<file path="src/rtl/alu_share_arbiter.sv">
// alu_share_arbiter: round-robin share of one combinational 32-bit ALU between
// two requesters. Operands/command are registered on accept, ALU outputs are
// captured one cycle later and returned tagged with the requester id.
// Optional build macro: ALU_STATS_EN adds saturating ops_done/ovf_count counters.
module alu_share_arbiter #(
  parameter int WIDTH = 32
`ifdef ALU_STATS_EN
  ,
  parameter int CNT_WIDTH = 16
`endif
) (
  input  logic             clk,
  input  logic             reset,
  input  logic [1:0]       req_valid,
  output logic [1:0]       req_ready,
  input  logic [2:0]       req0_cmd,
  input  logic [WIDTH-1:0] req0_a,
  input  logic [WIDTH-1:0] req0_b,
  input  logic [2:0]       req1_cmd,
  input  logic [WIDTH-1:0] req1_a,
  input  logic [WIDTH-1:0] req1_b,
  output logic             rsp_valid,
  input  logic             rsp_ready,
  output logic             rsp_id,
  output logic [WIDTH-1:0] rsp_result,
  output logic             rsp_carryout,
  output logic             rsp_overflow,
  output logic             rsp_zero,
  output logic [2:0]       alu_cmd,
  output logic [WIDTH-1:0] alu_a,
  output logic [WIDTH-1:0] alu_b,
  input  logic [WIDTH-1:0] alu_result,
  input  logic             alu_carryout,
  input  logic             alu_overflow
`ifdef ALU_STATS_EN
  ,
  output logic [CNT_WIDTH-1:0] ops_done,
  output logic [CNT_WIDTH-1:0] ovf_count
`endif
);

  typedef enum logic [1:0] {
    S_IDLE = 2'd0,
    S_EXEC = 2'd1,
    S_RESP = 2'd2
  } state_t;

  state_t             r_state;
  state_t             w_state_nxt;
  logic               r_rr_ptr;
  logic               w_any_vld;
  logic               w_grant_id;
  logic               w_accept;
  logic               w_rsp_hs;
  logic [1:0]         w_req_ready;
  logic [2:0]         w_cmd_sel;
  logic [WIDTH-1:0]   w_a_sel;
  logic [WIDTH-1:0]   w_b_sel;

  logic [2:0]         r_alu_cmd_p0;
  logic [WIDTH-1:0]   r_alu_a_p0;
  logic [WIDTH-1:0]   r_alu_b_p0;
  logic               r_id_p0;

  logic               r_rsp_id_p1;
  logic [WIDTH-1:0]   r_rsp_result_p1;
  logic               r_rsp_carry_p1;
  logic               r_rsp_ovf_p1;
  logic               r_rsp_zero_p1;
  logic               w_vld_p1;

  // With both requesting, rr_ptr decides; a lone requester wins regardless.
  assign w_any_vld  = |req_valid;
  assign w_grant_id = (&req_valid) ? r_rr_ptr : req_valid[1];
  assign w_cmd_sel  = w_grant_id ? req1_cmd : req0_cmd;
  assign w_a_sel    = w_grant_id ? req1_a   : req0_a;
  assign w_b_sel    = w_grant_id ? req1_b   : req0_b;

  // State register
  always_ff @(posedge clk) begin
    if (reset) r_state <= S_IDLE;
    else       r_state <= w_state_nxt;
  end

  // Next state, grant and handshake decode
  always_comb begin
    w_state_nxt = r_state;
    w_req_ready = 2'b00;
    w_accept    = 1'b0;
    w_rsp_hs    = 1'b0;
    case (r_state)
      S_IDLE: begin
        if (w_any_vld) begin
          w_req_ready = w_grant_id ? 2'b10 : 2'b01;
          w_accept    = 1'b1;
          w_state_nxt = S_EXEC;
        end
      end
      S_EXEC: w_state_nxt = S_RESP;
      S_RESP: begin
        // Returning to IDLE costs a cycle: no accept in the handshake cycle.
        if (rsp_ready) begin
          w_rsp_hs    = 1'b1;
          w_state_nxt = S_IDLE;
        end
      end
      default: w_state_nxt = S_IDLE;
    endcase
  end

  // Stage p0: register the granted command/operands and advance round-robin
  always_ff @(posedge clk) begin
    if (reset) begin
      r_alu_cmd_p0 <= '0;
      r_alu_a_p0   <= '0;
      r_alu_b_p0   <= '0;
      r_id_p0      <= 1'b0;
      r_rr_ptr     <= 1'b0;
    end else if (w_accept) begin
      r_alu_cmd_p0 <= w_cmd_sel;
      r_alu_a_p0   <= w_a_sel;
      r_alu_b_p0   <= w_b_sel;
      r_id_p0      <= w_grant_id;
      r_rr_ptr     <= ~w_grant_id;
    end
  end

  // Stage p1: capture settled ALU outputs; zero flag derived locally
  always_ff @(posedge clk) begin
    if (reset) begin
      r_rsp_id_p1     <= 1'b0;
      r_rsp_result_p1 <= '0;
      r_rsp_carry_p1  <= 1'b0;
      r_rsp_ovf_p1    <= 1'b0;
      r_rsp_zero_p1   <= 1'b0;
    end else if (r_state == S_EXEC) begin
      r_rsp_id_p1     <= r_id_p0;
      r_rsp_result_p1 <= alu_result;
      r_rsp_carry_p1  <= alu_carryout;
      r_rsp_ovf_p1    <= alu_overflow;
      r_rsp_zero_p1   <= ~|alu_result;
    end
  end

  assign w_vld_p1     = (r_state == S_RESP);

  assign req_ready    = w_req_ready;
  assign alu_cmd      = r_alu_cmd_p0;
  assign alu_a        = r_alu_a_p0;
  assign alu_b        = r_alu_b_p0;
  assign rsp_valid    = w_vld_p1;
  assign rsp_id       = r_rsp_id_p1;
  assign rsp_result   = r_rsp_result_p1;
  assign rsp_carryout = r_rsp_carry_p1;
  assign rsp_overflow = r_rsp_ovf_p1;
  assign rsp_zero     = r_rsp_zero_p1;

`ifdef ALU_STATS_EN
  logic [CNT_WIDTH-1:0] r_ops_done;
  logic [CNT_WIDTH-1:0] r_ovf_count;

  // Counters stick at all-ones instead of wrapping.
  function automatic logic [CNT_WIDTH-1:0] sat_inc(input logic [CNT_WIDTH-1:0] v);
    return (&v) ? v : v + CNT_WIDTH'(1);
  endfunction

  // Count completed responses and the overflowing ones
  always_ff @(posedge clk) begin
    if (reset) begin
      r_ops_done  <= '0;
      r_ovf_count <= '0;
    end else if (w_rsp_hs) begin
      r_ops_done <= sat_inc(r_ops_done);
      if (r_rsp_ovf_p1) r_ovf_count <= sat_inc(r_ovf_count);
    end
  end

  assign ops_done  = r_ops_done;
  assign ovf_count = r_ovf_count;
`endif

endmodule
</file>
<file path="config.mk">
export PLATFORM = sky130hd
export DESIGN_NAME = alu_share_arbiter
export DESIGN_NICKNAME = d
export VERILOG_FILES = /design/src/rtl/alu_share_arbiter.sv
export SDC_FILE = /design/constraint.sdc
export NUM_CORES = 1
export LEC_CHECK = 0
export BUFFER_PORTS_ARGS = -buffer_cell sky130_fd_sc_hd__buf_2
export CAP_MARGIN = 5
export CORE_ASPECT_RATIO = 0.9
export CORE_MARGIN = 5
export CORE_UTILIZATION = 45
export CTS_BUF_LIST = sky130_fd_sc_hd__clkbuf_8
export DETAILED_ROUTE_END_ITERATION = 12
export PLACE_DENSITY = 0.88
export SLEW_MARGIN = 20
export SYNTH_ARGS = -nofsm -noshare
export SYNTH_HDL_FRONTEND = slang
export SYNTH_SLANG_ARGS = --single-unit
</file>
<file path="constraint.sdc">
create_clock -name clk -period 1.5 [get_ports clk]
set_input_delay 0.15 -clock clk [delete_from_list [all_inputs] [get_ports clk]]
set_output_delay 0.15 -clock clk [all_outputs]
set_load 0.03 [all_outputs]
</file>
Word level (Yosys, flattened, before mapping). Cells that the tools add are included.

Register bits after elaboration: 107. Word-level logic and storage cells: 34. Input port bits: 173. Output and inout bits: 106.

Equality and inequality tests: 4. Bitwise gates (word level): 1. Reduce and logical (&&, ||, !) cells: 6. Muxes and demuxes: 12.

Operator list (count): 32-bit 2-to-1 mux (2); 32-bit OR reduction (1); 2-bit 2-to-1 mux (5); 2-bit case mux with 3 select lines (1); 2-bit AND reduction (2); 1-bit 2-to-1 mux (3); 3-bit 2-to-1 mux (1); 2-bit by 1-bit equality test with 1-bit output, second input constant (1); 2-bit equality test, second input constant (1); 2-bit logical NOT (1); 2-bit by 1-bit != test with 1-bit output, second input constant (1); 2-bit != test, second input constant (1); 2-bit OR reduction (1); 1-bit logical NOT (1); 1-bit inverter (1).

Longest topological paths before layout. Gate-level depths: netlist of the first run.

Depth in word-level cells: 5. Depth in mapped cells: 6. Depth with buffers taken out: 3.

Worst setup path after synthesis of the first run. Ideal clock, no wire load.

Path kind: register to output. From: reg r_state[0]. To: out req_ready[0]. Path buffers: 1. Arrival time: 1240 ps. Required time: 1350 ps. Path slack: 110 ps. Stages on the path, launching flop included: 5. Path through: dfxtp_1 > a211oi_4 > buf_6 > nand2_1 > inv_1.

Longest elaborated chain between the ends: 2.

Ends and longest elaborated chain: start: declaration (RTL line 48) `state_t r_state;`; start signal: assignment (RTL line 82) `else r_state <= w_state_nxt;`; 2-bit logical NOT (RTL line 91) `case (r_state)`; 2-bit 2-to-1 mux (RTL line 91); end: declaration (RTL line 15) `output logic [1:0] req_ready,`.

Every way passes these cells.

Final worst setup path of the first run.
From: reg r_rr_ptr. To: reg r_alu_b_p0[15], in the netlist alu_b[15].

Longest elaborated chain between the ends: 2.

Ends and longest elaborated chain: start: declaration (RTL line 50) `logic r_rr_ptr;`; start signal: assignment (RTL line 124) `r_rr_ptr <= ~w_grant_id;`; 1-bit 2-to-1 mux (RTL line 74) `assign w_grant_id = (&req_valid) ? r_rr_ptr : req_valid[1];`; 32-bit 2-to-1 mux (RTL line 77) `assign w_b_sel = w_grant_id ? req1_b : req0_b;`; end signal: assignment (RTL line 122) `r_alu_b_p0 <= w_b_sel;`; end: declaration (RTL line 62) `logic [WIDTH-1:0] r_alu_b_p0;`.

Every way passes these cells. A chain may end at the register's enable or synchronous reset.

==> out/summary.txt, run 1 <==
Layer with the highest usage -> met2
Sw Ratio -> 36.9%
Drc violations -> 0
Wire length per cell -> 18.2 um
CTS Buffer Depth -> 2
Total GRT Usage -> 27.1%
DR vias -> 5923
FF+latch count, synth -> 107
CTS root buffer -> clkbuf_8
Reg power frac -> 44.1%
Synthesized cell area -> 0.00467 mm^2
Worst Path Buf+Inv -> 3
Met1 usage -> 30.8%
# IOs -> 279
EDFF count, synth -> 0
P_leak -> 3.01 nW
Worst-path cell chain -> buf_6, a211oi_4, buf_4, clkbuf_16, nand3_1, a31oi_1
Asr flop ratio synth -> 0%
P_sw -> 2.69 mW
Post-synthesis sequential area ratio -> 45.8%
HP Class -> in2reg
Largest net degree at the start of global routing -> 55
Detailed Route Iter0 Violations -> 603
CP max stage delay -> 350 ps
Clk_lat worst skew -> 370 ps
DR vias/cell -> 5.94
Max Clock Skew -> 11.5 ps
GRT met3 Usage -> 8.54%
Pre-CTS setup slack -> 81.2 ps
Setup total negative slack -> 0 ps
Library cells used by synthesis -> 28
Max transition margin -> 65.0%
Final Instance Area -> 0.00680 mm^2
Top FF cell, synth -> dfxtp_1
Final Setup Violations -> 0
CTS tree -> done
Antenna violations before repair -> 0
Type of origin of the critical path -> flip-flop
Routability Congestion -> 0.841
CTS buffer count -> 9
Fin cells -> 997
Delay-heaviest family, CP -> buffers and inverters
Die area -> 0.0125 mm^2
H-Tree Depth -> 3
Final WL -> 18100 um
Detailed placement HPWL -> 11900 um
Synth-to-layout area growth -> 45.4%
Final net count -> 1036
Min setup slack post-route -> 13.2 ps
Synth Net Count -> 760
Placed inst area -> 0.00618 mm^2
Grt ovf -> 0
Layout cells sized above 1 -> 39.5%
Horiz. Die Dim -> 117 um
Final core occ -> 66.6%
RSZ-0062 raised after global routing -> true
Clk pwr share -> 24.5%
Routed Antenna Nets -> 0
Die height -> 107 um
Max-Cap Viols -> 0
Starting density of the core -> 45.8%
Syn Inst Count -> 587
Critical Path Fanout Max -> 27
Element type at the critical path end -> flip-flop
Vias in the first global route -> 5821
Final Hold Fails -> 0
Worst EP arrival -> 1770 ps
First-pass GRT wire length -> 28300 um
Fin Hold WS -> 24.9 ps
Final Max Tran Viols -> 0
Core box area -> 0.0102 mm^2
N_diodes -> 0
Worst Max-Slew Pin Slew -> 525 ps
Fmax achieved -> 673 MHz
Slowest-stage cell, CP -> dfxtp_2
M2 GR Usage -> 47.1%
Final Power -> 7.30 mW
DR pass1 iterations -> 5
Fin crit period -> 1490 ps
CP required -> 1790 ps
Clock transition at path regs -> 110 ps
Outcome -> complete, no violations
# rows -> 35
Post-route clock period utilization -> 99.1%
Internal power -> 4.61 mW
Synthesized area per cell -> 7.96 um^2
Power Density -> 1070 mW/mm^2
VDD IR max -> 0.799 mV
Clock sink total -> 107
WS Path Type -> reg2reg
Port Buffers -> 278
Logic pwr share -> 31.4%
Synth warn -> 0
Inst Count DP -> 948
[synthesized netlist by cell type (2+ instances only)]
cell,count,area (um^2)
dfxtp_1,107,2140
a21oi_1,51,255
o21ai_1,19,95.1
nand2_1,71,267
buf_2,24,120
a31oi_1,54,338
inv_1,3,11.3
nor3_1,2,10.0
buf_6,6,67.6
clkbuf_1,37,139
nand2b_1,3,18.8
a311oi_1,13,114
nand3_1,70,350
nor2b_1,2,12.5
nor2_1,2,7.51
nand4_1,55,344
o21ai_0,50,250
buf_1,2,7.51
nor4_1,7,43.8
[repair_timing]
action / in CTS / in global routing
hold buffers: 24 / 0
cloned: 1 / 1
endpoints found under the hold margin: 24 / 0
endpoints found under the setup margin: 2 / 55
pin swaps: 3 / 7
setup buffers: 6 / 1
resized for setup: 11 / 22
[power by group through the flow]
stage	logic (mW)	registers, mW	clock network [mW]
after floorplan	0.840	3.75	0
after global placement	2.07	3.26	0
after detailed placement	2.09	3.28	0
after CTS	2.21	3.21	1.84
after global routing	2.45	3.25	1.93
final	2.29	3.22	1.78
[logic make-up (layout without fill, tap and decap cells)]
logic type	after synthesis	count (layout)	synth area share (%)
AOI/OAI and AO/OA	189	189	23.1
and+or+nand+nor	218	218	23.5
DFF	107	107	45.8
buffers and inverters	73	354	7.55
[cell usage in the layout, fill, tap and decap left out, types with 2 or more instances in the layout]
cell             n
inv_8            4
nand2_1         70
o21ai_1         32
nand3_1         69
nor3_1           2
dfxtp_2          2
buf_6            5
clkbuf_8         9
nand2b_1         2
inv_2            2
buf_4           20
a21oi_1         51
o21ai_0         37
a31oi_1         53
buf_2          275
dfxtp_1        104
or2_2            2
nand4_1         55
nor4_1           7
buf_12           7
clkinv_4         2
nor2_4           2
dlygate4sd3_1   24
a311oi_1        13
[sequential cells by signal (all words and copies together), names as in the netlist]
| name | flops |
|---|---|
| alu_a | 32 |
| alu_b | 32 |
| alu_cmd | 3 |
| r_id_p0 | 1 |
| r_rr_ptr | 1 |
| r_state | 2 |
| rsp_carryout | 1 |
| rsp_id | 1 |
| rsp_overflow | 1 |
| rsp_result | 32 |
| rsp_zero | 1 |
[layout make-up]
| class | count | area, um^2 |
|---|---|---|
| clock buffer | 9 | 124 |
| clock inverter | 7 | 78.8 |
| fill | 841 | 3410 |
| inverter | 3 | 11.3 |
| multi-input combinational | 407 | 2210 |
| sequential | 107 | 2150 |
| tap | 129 | 161 |
| timing repair buffer | 335 | 2060 |
[tightest hold or removal path, cell delays in order]
cell and delay [ps]:
buf_2 110, nand2_1 50, a21oi_1 50
[per-layer routing]
layer / vias up / share of wire, % / routed length, um
met5: - / 0 / 0
met4: 0 / 3.8 / 681
met3: 58 / 9.6 / 1740
met2: 388 / 51 / 9170
met1: 2752 / 36 / 6520
li1: 2725 / - / -
[worst paths after layout]
check                           cells past startpoint             end            from  slack [ps]
worst min-delay path                                3  rsp_result[21]  alu_result[21]          20
worst max-delay path                                6       alu_b[15]        r_rr_ptr          10
worst max register to register                      6       alu_b[15]        r_rr_ptr          10
worst min register to register                      2          rsp_id         r_id_p0         450
(Power assumes the default switching activity.)
==> run 2: changes to the inputs <==
Settings changed: PLACE_DENSITY 0.88 to default, PLACE_DENSITY_LB_ADDON from default to 0.05.
==> out/summary.txt, run 2 (synthesized netlist as in run 1, its figures left out) <==
RSZ-0062 raised after global routing -> true
Wire length per cell -> 18.1 um (-0.13%)
Type of origin of the critical path -> flip-flop
Fillcell total -> 920 (+9.4%)
Detailed Route Iter0 Violations -> 592 (-1.8%)
Antenna violations before repair -> 1 (+1)
Placed inst area -> 0.00618 mm^2 (about the same)
Routed Antenna Nets -> 0 (unchanged)
Max Clock Skew -> 11.1 ps (-0.349 ps)
Layout cells sized above 1 -> 40.5% (+1.0 points)
Final net count -> 1014 (-2.1%)
Max transition margin -> 71.3% (+6.3 points)
Die height -> 107 um (unchanged)
Register area -> 0.00215 mm^2 (-0.12%)
Max-Cap Viols -> 0 (unchanged)
Worst Max-Slew Pin Slew -> 427 ps (-97.9 ps)
CTS root buffer -> clkbuf_8
Final Hold Fails -> 0 (unchanged)
Element type at the critical path end -> output port
Starting density of the core -> 45.8% (unchanged)
Multi-input gate area -> 0.00221 mm^2 (-0.17%)
Core box area -> 0.0102 mm^2 (unchanged)
First-pass GRT wire length -> 27500 um (-2.6%)
Min setup slack post-route -> 10.8 ps (-2.33 ps)
Routability Congestion -> 0.860 (+2.2%)
Clk_lat worst skew -> 370 ps (about the same)
Worst EP arrival -> 1340 ps (-430 ps)
Port Buffers -> 278 (unchanged)
Most common cell after layout, fill and taps aside -> buf_2
DR vias -> 5706 (-3.7%)
Clk pwr share -> 25.6% (+1.1 points)
DR vias/cell -> 5.85 (-1.5%)
N_diodes -> 0 (unchanged)
# rows -> 35 (unchanged)
CTS buffer count -> 9 (unchanged)
WS Path Type -> reg2out
CP required -> 1350 ps (-440 ps)
Commonest cells after routing, fill and taps aside -> buf_2 (275), dfxtp_1 (104), nand2_1 (71)
Setup total negative slack -> 0 ps (unchanged)
Fmax achieved -> 672 MHz (-0.16%)
H-Tree Depth -> 3 (unchanged)
Reg power frac -> 44.3% (+0.2 points)
Vias in the first global route -> 5463 (-6.2%)
Outcome -> complete, no violations
Synth-to-layout area growth -> 39.9%
Power Density -> 1110 mW/mm^2 (+3.6%)
Clock sink total -> 107 (unchanged)
DR pass1 iterations -> 6 (+1)
Horiz. Die Dim -> 117 um (unchanged)
Detailed placement HPWL -> 12800 um (+7.6%)
Final Setup Violations -> 0 (unchanged)
Grt ovf -> 0 (unchanged)
Fin crit period -> 1490 ps (+2.33 ps)
CTS tree -> done
Final WL -> 17700 um (-2.3%)
HP Class -> in2reg
Logic pwr share -> 30.1% (-1.3 points)
P_sw -> 2.50 mW (-7.1%)
Post-route clock period utilization -> 99.3% (+0.16 points)
P_leak -> 2.90 nW (-3.6%)
VDD IR max -> 0.718 mV (-10%)
Critical Path Fanout Max -> 4 (-85%)
Fin Hold WS -> 21.4 ps (-3.50 ps)
CTS Buffer Depth -> 2 (unchanged)
Internal power -> 4.77 mW (+3.6%)
Die area -> 0.0125 mm^2 (unchanged)
# IOs -> 279 (unchanged)
Clock transition at path regs -> 100 ps (about the same)
Largest net degree at the start of global routing -> 51 (-7.3%)
Pre-CTS setup slack -> 50.7 ps (-30.5 ps)
Drc violations -> 0 (unchanged)
Final Instance Area -> 0.00654 mm^2 (-3.8%)
Sw Ratio -> 34.4% (-2.5 points)
Final Max Tran Viols -> 0 (unchanged)
Total GRT Usage -> 26.5% (-0.61 points)
[run 2: cell types whose count changed in the layout (fill, tap and decap cells not counted), moves of 2 or more]
cell           delta
clkbuf_8          +3
buf_4             +2
o21ai_0           +7
clkinv_4          -2
clkinv_2          +2
inv_8             -4
o21ai_1           -7
dlygate4sd3_1    -23
[run 2: power groups by stage]
stage | clock (mW) | sequential, mW | combinational [mW]
finish | 1.86 | 3.22 | 2.19
global route | 2.02 | 3.25 | 2.35
CTS | 1.90 | 3.22 | 2.14
detailed placement | 0 | 3.28 | 2.09
global placement | 0 | 3.28 | 2.06
floorplan | 0 | 3.75 | 0.840
[run 2: layout make-up]
| cell class | count | share of cell area, % |
|---|---|---|
| tap | 129 | 2.47 |
| sequential | 107 | 32.8 |
| clock inverter | 4 | 0.727 |
| multi-input combinational | 407 | 33.7 |
| clock buffer | 12 | 2.53 |
| inverter | 3 | 0.172 |
| timing repair buffer | 313 | 27.6 |
[run 2: final timing paths]
check                               startpoint              to  slack, ps  cells past startpoint
worst max-delay path                r_state[1]    req_ready[0]         10                      5
worst min-delay path            alu_result[25]  rsp_result[25]         20                      3
worst max register to register      r_state[1]       alu_b[12]         60                      5
worst min register to register   rsp_result[6]   rsp_result[6]        450                      2
[run 2: stage by stage]
stage                     utilization [%]  instances  power [mW]
final                                64.1        975        7.27
after global routing                 64.1        975        7.62
after floorplan                         -        587        4.59
after detailed placement             60.6        950        5.37
after global placement               60.6        950        5.34
after CTS                            63.5        975        7.26
[run 2: layer usage]
metal  vias up  global-route usage (%)  routed length [um]
li1       2676                       -                   -
met4         2                    9.36                 461
met3        40                    9.23                1940
met5         -                       0                  13
met1      2654                    32.2                6720
met2       334                    43.5                8570
[run 2: critical path, cell delays in order, from the launching register on]
cell and delay (ps):
dfxtp_2 330, buf_6 120, a211oi_4 200, nand2_1 120, inv_2 80, buf_6 130
[run 2: timing repair]
item | 4_1_cts | 5_1_grt
resized for setup | 7 | 17
hold buffers | 1 | 0
pin swaps | 2 | 4
gates cloned | 0 | 1
endpoints found under the setup margin | 3 | 46
setup buffers | 8 | 1
hold endpoints to repair | 1 | 0
